==> src/rtl/tone_synth_pkg.sv <==
// Shared types and widths for the tone synthesizer.
package tone_synth_pkg;

    typedef enum logic [1:0] {
        IDLE,
        ATTACK,
        SUSTAIN,
        RELEASE
    } env_state_t;

    localparam int PHASE_W  = 24;
    localparam int FREQ_W   = 10;
    localparam int SAMPLE_W = 16;

    localparam logic [8:0] DEFAULT_INC_SCALE = 9'd350;

endpackage

==> src/rtl/tone_envelope.sv <==
// Attack/sustain/release envelope generator, advanced once per sample tick.
// The amp output is the amplitude in force after this cycle's clock edge,
// so the top level can build the sample from the same tick's new amplitude.
module tone_envelope
    import tone_synth_pkg::*;
#(
    parameter logic [15:0] AMP_MAX      = 16'd12000,
    parameter logic [15:0] ATTACK_STEP  = 16'd400,
    parameter logic [15:0] RELEASE_STEP = 16'd200
) (
    input  logic        clk,
    input  logic        resetN,
    input  logic        sample_tick,
    input  logic        sound_en,
    output logic [15:0] amp,
    output logic        busy,
    output logic        restart
);

    env_state_t  state;
    env_state_t  state_next;
    logic [15:0] amp_q;
    logic [16:0] attack_sum;
    logic [15:0] attack_amp;
    logic [15:0] release_amp;

    // Saturating attack and release candidates computed from the current amplitude
    always_comb begin
        attack_sum  = {1'b0, amp_q} + {1'b0, ATTACK_STEP};
        attack_amp  = (attack_sum >= {1'b0, AMP_MAX}) ? AMP_MAX : attack_sum[15:0];
        release_amp = (amp_q > RELEASE_STEP) ? (amp_q - RELEASE_STEP) : 16'd0;
    end

    // Envelope transition rules, evaluated only on sample ticks
    always_comb begin
        state_next = state;
        amp        = amp_q;
        restart    = 1'b0;
        if (sample_tick) begin
            case (state)
                IDLE: begin
                    if (sound_en) begin
                        restart    = 1'b1;
                        amp        = attack_amp;
                        state_next = (attack_amp == AMP_MAX) ? SUSTAIN : ATTACK;
                    end
                end
                ATTACK, RELEASE: begin
                    if (sound_en) begin
                        amp        = attack_amp;
                        state_next = (attack_amp == AMP_MAX) ? SUSTAIN : ATTACK;
                    end else begin
                        amp        = release_amp;
                        state_next = (release_amp == 16'd0) ? IDLE : RELEASE;
                    end
                end
                SUSTAIN: begin
                    if (sound_en) begin
                        amp = AMP_MAX;
                    end else begin
                        amp        = release_amp;
                        state_next = (release_amp == 16'd0) ? IDLE : RELEASE;
                    end
                end
                default: begin
                    amp        = 16'd0;
                    state_next = IDLE;
                end
            endcase
        end
    end

    // State, amplitude and busy flag registers
    always_ff @(posedge clk or negedge resetN) begin
        if (!resetN) begin
            state <= IDLE;
            amp_q <= 16'd0;
            busy  <= 1'b0;
        end else begin
            state <= state_next;
            amp_q <= amp;
            busy  <= (state_next != IDLE);
        end
    end

endmodule

==> src/rtl/tone_synth.sv <==
// Square-wave tone synthesizer: phase accumulator, sign select and output
// registers around the envelope generator.
module tone_synth
    import tone_synth_pkg::*;
#(
    parameter logic [15:0] AMP_MAX      = 16'd12000,
    parameter logic [15:0] ATTACK_STEP  = 16'd400,
    parameter logic [15:0] RELEASE_STEP = 16'd200,
    parameter logic [8:0]  INC_SCALE    = DEFAULT_INC_SCALE
) (
    input  logic                       clk,
    input  logic                       resetN,
    input  logic                       sample_tick,
    input  logic [FREQ_W-1:0]          freq,
    input  logic                       sound_en,
    output logic signed [SAMPLE_W-1:0] sample,
    output logic                       sample_valid,
    output logic                       busy
);

    logic [PHASE_W-1:0]  phase;
    logic [PHASE_W-1:0]  phase_next;
    logic [PHASE_W-1:0]  inc;
    logic [18:0]         product;
    logic [15:0]         amp;
    logic                restart;
    logic [SAMPLE_W-1:0] sample_next;

    tone_envelope #(
        .AMP_MAX      (AMP_MAX),
        .ATTACK_STEP  (ATTACK_STEP),
        .RELEASE_STEP (RELEASE_STEP)
    ) u_envelope (
        .clk         (clk),
        .resetN      (resetN),
        .sample_tick (sample_tick),
        .sound_en    (sound_en),
        .amp         (amp),
        .busy        (busy),
        .restart     (restart)
    );

    assign product = 19'(freq) * 19'(INC_SCALE);
    assign inc     = {5'd0, product};

    // Phase restarts on a new note, advances only while a tone is active, and the sign follows its MSB
    always_comb begin
        phase_next = phase;
        if (restart) begin
            phase_next = '0;
        end else if (sample_tick && busy) begin
            phase_next = phase + inc;
        end
        sample_next = phase_next[PHASE_W-1] ? (16'd0 - amp) : amp;
    end

    // Phase accumulator and output sample registers
    always_ff @(posedge clk or negedge resetN) begin
        if (!resetN) begin
            phase        <= '0;
            sample       <= '0;
            sample_valid <= 1'b0;
        end else begin
            phase        <= phase_next;
            sample_valid <= sample_tick;
            if (sample_tick) begin
                sample <= sample_next;
            end
        end
    end

endmodule

==> config.mk <==
export PLATFORM = sky130hd
export DESIGN_NAME = tone_synth
export DESIGN_NICKNAME = d
export VERILOG_FILES = /design/src/rtl/tone_synth_pkg.sv /design/src/rtl/tone_envelope.sv /design/src/rtl/tone_synth.sv
export SDC_FILE = /design/constraint.sdc
export NUM_CORES = 1
export LEC_CHECK = 0
export CORE_MARGIN = 2
export CORE_UTILIZATION = 30
export DETAILED_ROUTE_END_ITERATION = 8
export DONT_BUFFER_PORTS = 1
export HOLD_SLACK_MARGIN = 0.02
export PLACE_DENSITY_LB_ADDON = 0.25
export RECOVER_POWER = 100
export SYNTH_ARGS = -nofsm -noshare
export SYNTH_HDL_FRONTEND = slang
export SYNTH_HIERARCHICAL = 1
export SYNTH_SLANG_ARGS = --single-unit
==> constraint.sdc <==
create_clock -name clk -period 4.5 [get_ports clk]
set_clock_uncertainty 0.15 [all_clocks]
set_input_delay 0.45 -clock clk [delete_from_list [all_inputs] [get_ports clk]]
set_output_delay 0.45 -clock clk [all_outputs]
set_load 0.03 [all_outputs]
== Word-level counts from Yosys, hierarchy flattened ==
Cells that the tools add are included.

* Output and inout bits: 18
* Register bits: 60

* Multiplexer cells: 20
* $lt $le $gt $ge: 2
* Equal/unequal tests: 4
* $mul: 1
* Reductions and logical operators: 6
* $add $sub $neg: 4

{| class="wikitable"
|+ Operators by type and width
! operator !! number
|-
| 16-bit two-way mux || 7
|-
| 24-bit two-way mux || 2
|-
| 16-bit one-hot mux with 3 select lines || 1
|-
| 24-bit by 19-bit adder with 24-bit output || 1
|-
| 10-bit by 8-bit multiplier with 18-bit output, second input constant || 1
|-
| 16-bit by 9-bit adder with 17-bit output, second input constant || 1
|-
| 17-bit by 14-bit greater-or-equal comparator with 1-bit output, second input constant || 1
|-
| 16-bit by 14-bit equality test with 1-bit output, second input constant || 1
|-
| 16-bit by 8-bit greater-than comparator with 1-bit output, second input constant || 1
|-
| 16-bit zero test || 1
|-
| 1-bit by 16-bit subtractor with 16-bit output, first input constant || 1
|-
| 16-bit by 8-bit subtractor with 16-bit output, second input constant || 1
|-
| 2-bit two-way mux || 6
|-
| 2-bit one-hot mux with 3 select lines || 1
|-
| 2-bit equality test, second input constant || 2
|-
| 2-bit nonzero test || 2
|-
| 1-bit two-way mux || 3
|-
| 2-bit by 1-bit equality test with 1-bit output, second input constant || 1
|-
| 2-bit zero test || 1
|-
| 2-bit OR reduction || 1
|-
| 1-bit logical AND || 1
|}

== Logic depth before layout (Yosys ltp) ==
* Depth in word-level cells: 9
* Gate-level depth with buffers: 26

== By module ==
Netlist, hierarchy kept.

{| class="wikitable"
|+ By module, submodules not included
! module !! cells each !! instances !! area each (um^2)
|-
| tone_synth || 541 || 1 || 4,795.8
|-
| tone_envelope || 215 || 1 || 1,756.7
|}

== Least setup slack after synthesis ==
No wires, ideal clock.

* Path type: in2reg
* Start point: in freq[1]
* End point: reg sample[3]
* Slack: -1.422 ns
* Library setup time: 0.082 ns
* Arrival time: 5.690 ns
* Data required time: 4.268 ns
* Buffers on the path: 2
* Stages: 25
* Cell sequence: ha_1 inv_1 fa_1 inv_1 fa_1 inv_1 fa_1 inv_1 ha_1 nand2_1 nor3_1 o21ai_0 a31oi_1 a211oi_1 o21bai_1 xnor2_1 ha_1 buf_2 a21oi_1 o21ai_0 nor4_4 nor2_2 buf_6 or3_1 a31oi_1

* Cells in the longest elaborated chain, start to end: 5

{| class="wikitable"
|+ Ends and longest elaborated chain
! element !! RTL line !! RTL
|-
| start: declaration || tone_synth.sv:14 || <nowiki>input logic [FREQ_W-1:0] freq,</nowiki>
|-
| 10-bit by 8-bit multiplier with 18-bit output || tone_synth.sv:43 || <nowiki>assign product = 19'(freq) * 19'(INC_SCALE);</nowiki>
|-
| 24-bit by 19-bit adder with 24-bit output || tone_synth.sv:52 || <nowiki>phase_next = phase + inc;</nowiki>
|-
| 24-bit two-way mux || tone_synth.sv:51 || <nowiki>end else if (sample_tick && busy) begin</nowiki>
|-
| 24-bit two-way mux || tone_synth.sv:49 || <nowiki>if (restart) begin</nowiki>
|-
| 16-bit two-way mux || tone_synth.sv:54 || <nowiki>sample_next = phase_next[PHASE_W-1] ? (16'd0 - amp) : amp;</nowiki>
|-
| end signal: assignment || tone_synth.sv:67 || <nowiki>sample <= sample_next;</nowiki>
|-
| end: declaration || tone_synth.sv:16 || <nowiki>output logic signed [SAMPLE_W-1:0] sample,</nowiki>
|}

No other way between the ends. The select of a mux whose other input is x is not followed.
A chain may end at the register's enable or synchronous reset.

== Worst setup path in the final report ==
* Start point: in freq[1]
* End point: reg sample[8]

The elaborated chain is that of the path after synthesis.

==> metrics.txt <==
Final #Nets 970; relative slew slack -0.913; Max Buffers Root-to-Sink 2; DR WL/cell 15.8 microns; Die H 152 microns; RSZ-0062 raised after global routing true; root buffer selected by CTS clkbuf_16; Final setup viols 25; Detail Placement HPWL 13400 microns; placed cell areas 0.00766 sq mm; WP data arrival 5.54 ns; reg2reg path depth 16; Seq cells post-synth 59; Max-cap violations 1; DRC 0; clk_lat worst skew 0.33 ns; antenna-violating nets left 0; Synth area leaders dfrtp_1, ha_1, fa_1; cell accounting for the most synthesized area dfrtp_1; TritonRoute pass-1 iters 5; Worst Path Required 4.56 ns; Seq/Total Area, Yosys 0.225; Tmin final 5.48 ns; Hold Fails Final Rpt 0; Layout area overhead 28.9%; Max Freq 0.183 GHz; number of global-route vias before repair 5799; status complete, but fails checks; detailed-route via count 5753; hold endpoint sample[1]; num ports 32; Starting Density 0.303; HP Class in -> reg; Die Span X 152 microns; vias per cell 5.07; Rows 54; H-tree depth 3; Startpoint Class primary input; Worst Tran Pin Value 2.87 ns; crit end category flop; CTS buffer count 9; die area 0.0230 sq mm; first-pass GRT wire length 29900 microns; Slew Viols, Final 60; CTS sink count 59; synthesized area per cell 8.67 sq um; layout cells sized above 1 0.287; crit path kind in -> reg; # diodes 0; CTS tree yes; Most used DFF post-synth dfrtp_1; EDFF count, synth 0; Syn. warnings 6; failing checks capacitance limit, slew limit, setup timing; Finished Cell Area 0.00845 sq mm; synth cell count leaders inv_1, ha_1, dfrtp_1; largest net degree at the start of global routing 60; Post-synth ARST share 1.00; clock slew at reported path FFs 0.05 ns; global-route total usage across every layer 0.164; port bufs 0; Synth cell types 78; post-synthesis cell area 0.00655 sq mm; FF-to-FF setup slack -0.22 ns; Final period util 1.22; worst flop-to-flop path startpoint u_envelope/amp_q[4]; RR Endpoint sample[15]; Synth top area share 0.225; crit path max fanout 8; Detailed Route WL 17900 microns; GRT overflow 0; antenna violations before repair 0; post-synth net total 876; final RePlAce weighted congestion 0.850; core area 0.0216 sq mm; Hold Startpoint sample_tick; Worst Slack Setup Final -0.977 ns; Post-Syn Instances 756; hold path cells 1; initial drt markers 218; most frequent cell after synthesis inv_1
cells by family after synthesis:
family                     share of synthesized area
AOI/OAI and AO/OA                              0.193
xor gates and xnor gates                      0.0615
adders and majority gates                      0.237
buffers and inverters                         0.0729
DFF                                            0.225
muxes                                         0.0286
and+or+nand+nor                                0.182
what timing repair did:
item / CTS / global route
pin swaps: 46 / 41
resized for setup: 56 / 55
endpoints found under the setup margin: 27 / 30
setup buffers: 8 / 5
gates cloned: 1 / 0
hold endpoints to repair: 60 / 0
hold buffers: 3 / 0
worst max-delay path, stage by stage:
cell and delay, ns:
ha_4 0.24, inv_2 0.03, fa_1 0.53, inv_1 0.05
fa_1 0.48, inv_1 0.05, fa_1 0.49, inv_2 0.05
ha_4 0.30, nand2_4 0.06, nor3_4 0.20, o21ai_2 0.11
a31oi_4 0.19, a21o_1 0.16, a21oi_2 0.06, xnor2_1 0.13
ha_1 0.32, nand4_1 0.21, nor4_2 0.36, o211ai_1 0.18
o2111ai_2 0.17, buf_6 0.19, o22ai_2 0.08, xnor2_1 0.14
mux2_4 0.28
registers in the layout, summed over array words and instances (netlist names):
signal and cells:
u_envelope/amp_q 16, u_envelope/state 2, sample_valid 1, u_envelope/busy 1, sample 16, phase 23
area by class of cell:
| class | count | area (sq um) |
|---|---|---|
| clock buffer | 11 | 243 |
| clock inverter | 4 | 27.5 |
| fill | 2213 | 13200 |
| inverter | 78 | 293 |
| multi-input combinational | 585 | 5140 |
| sequential | 59 | 1480 |
| tap | 280 | 350 |
| timing repair buffer | 117 | 911 |
worst max path at each step:
stage,start,endpoint,slack [ns],cells after the start
floorplan,freq[3],sample[4],-1.05,26
CTS,freq[3],sample[8],-0.89,24
global placement,freq[2],sample[12],-1.33,23
finish,freq[1],sample[8],-0.98,25
global route,freq[1],sample[8],-1.20,25
detailed placement,freq[3],sample[11],-1.38,25
layout by cell type (no fill, tap or decap), types with 13 or more instances in the layout:
| master | n |
|---|---|
| xor2_1 | 18 |
| nand3_1 | 20 |
| nand2_1 | 52 |
| fa_1 | 29 |
| o21ai_0 | 28 |
| nor2_1 | 37 |
| a21oi_1 | 30 |
| nor3_1 | 16 |
| a21oi_2 | 17 |
| a31oi_1 | 16 |
| buf_6 | 13 |
| ha_1 | 61 |
| inv_1 | 67 |
| dfrtp_1 | 59 |
| xnor2_1 | 22 |
| buf_4 | 90 |
per-stage QoR:
step	worst slack [ns]	TNS, ns	hold WS, ns	util	instances
detailed placement	-1.38	-29.42	0.00995	0.354	1105
global placement	-1.33	-29.09	0.0102	0.354	1105
floorplan	-1.05	-18.82	0.00441	-	756
global route	-1.20	-24.48	0.0676	0.391	1134
CTS	-0.892	-16.25	0.0548	0.383	1131
finish	-0.977	-17.93	0.0867	0.391	1134
layer usage:
layer,global-route usage,share of wire
met4,0.0352,0.010
met2,0.267,0.47
met1,0.226,0.48
met5,0,0
met3,0.0302,0.042
Power is not shown: default switching activity piles up to over one toggle a cycle in this logic, so the estimate is an artifact.
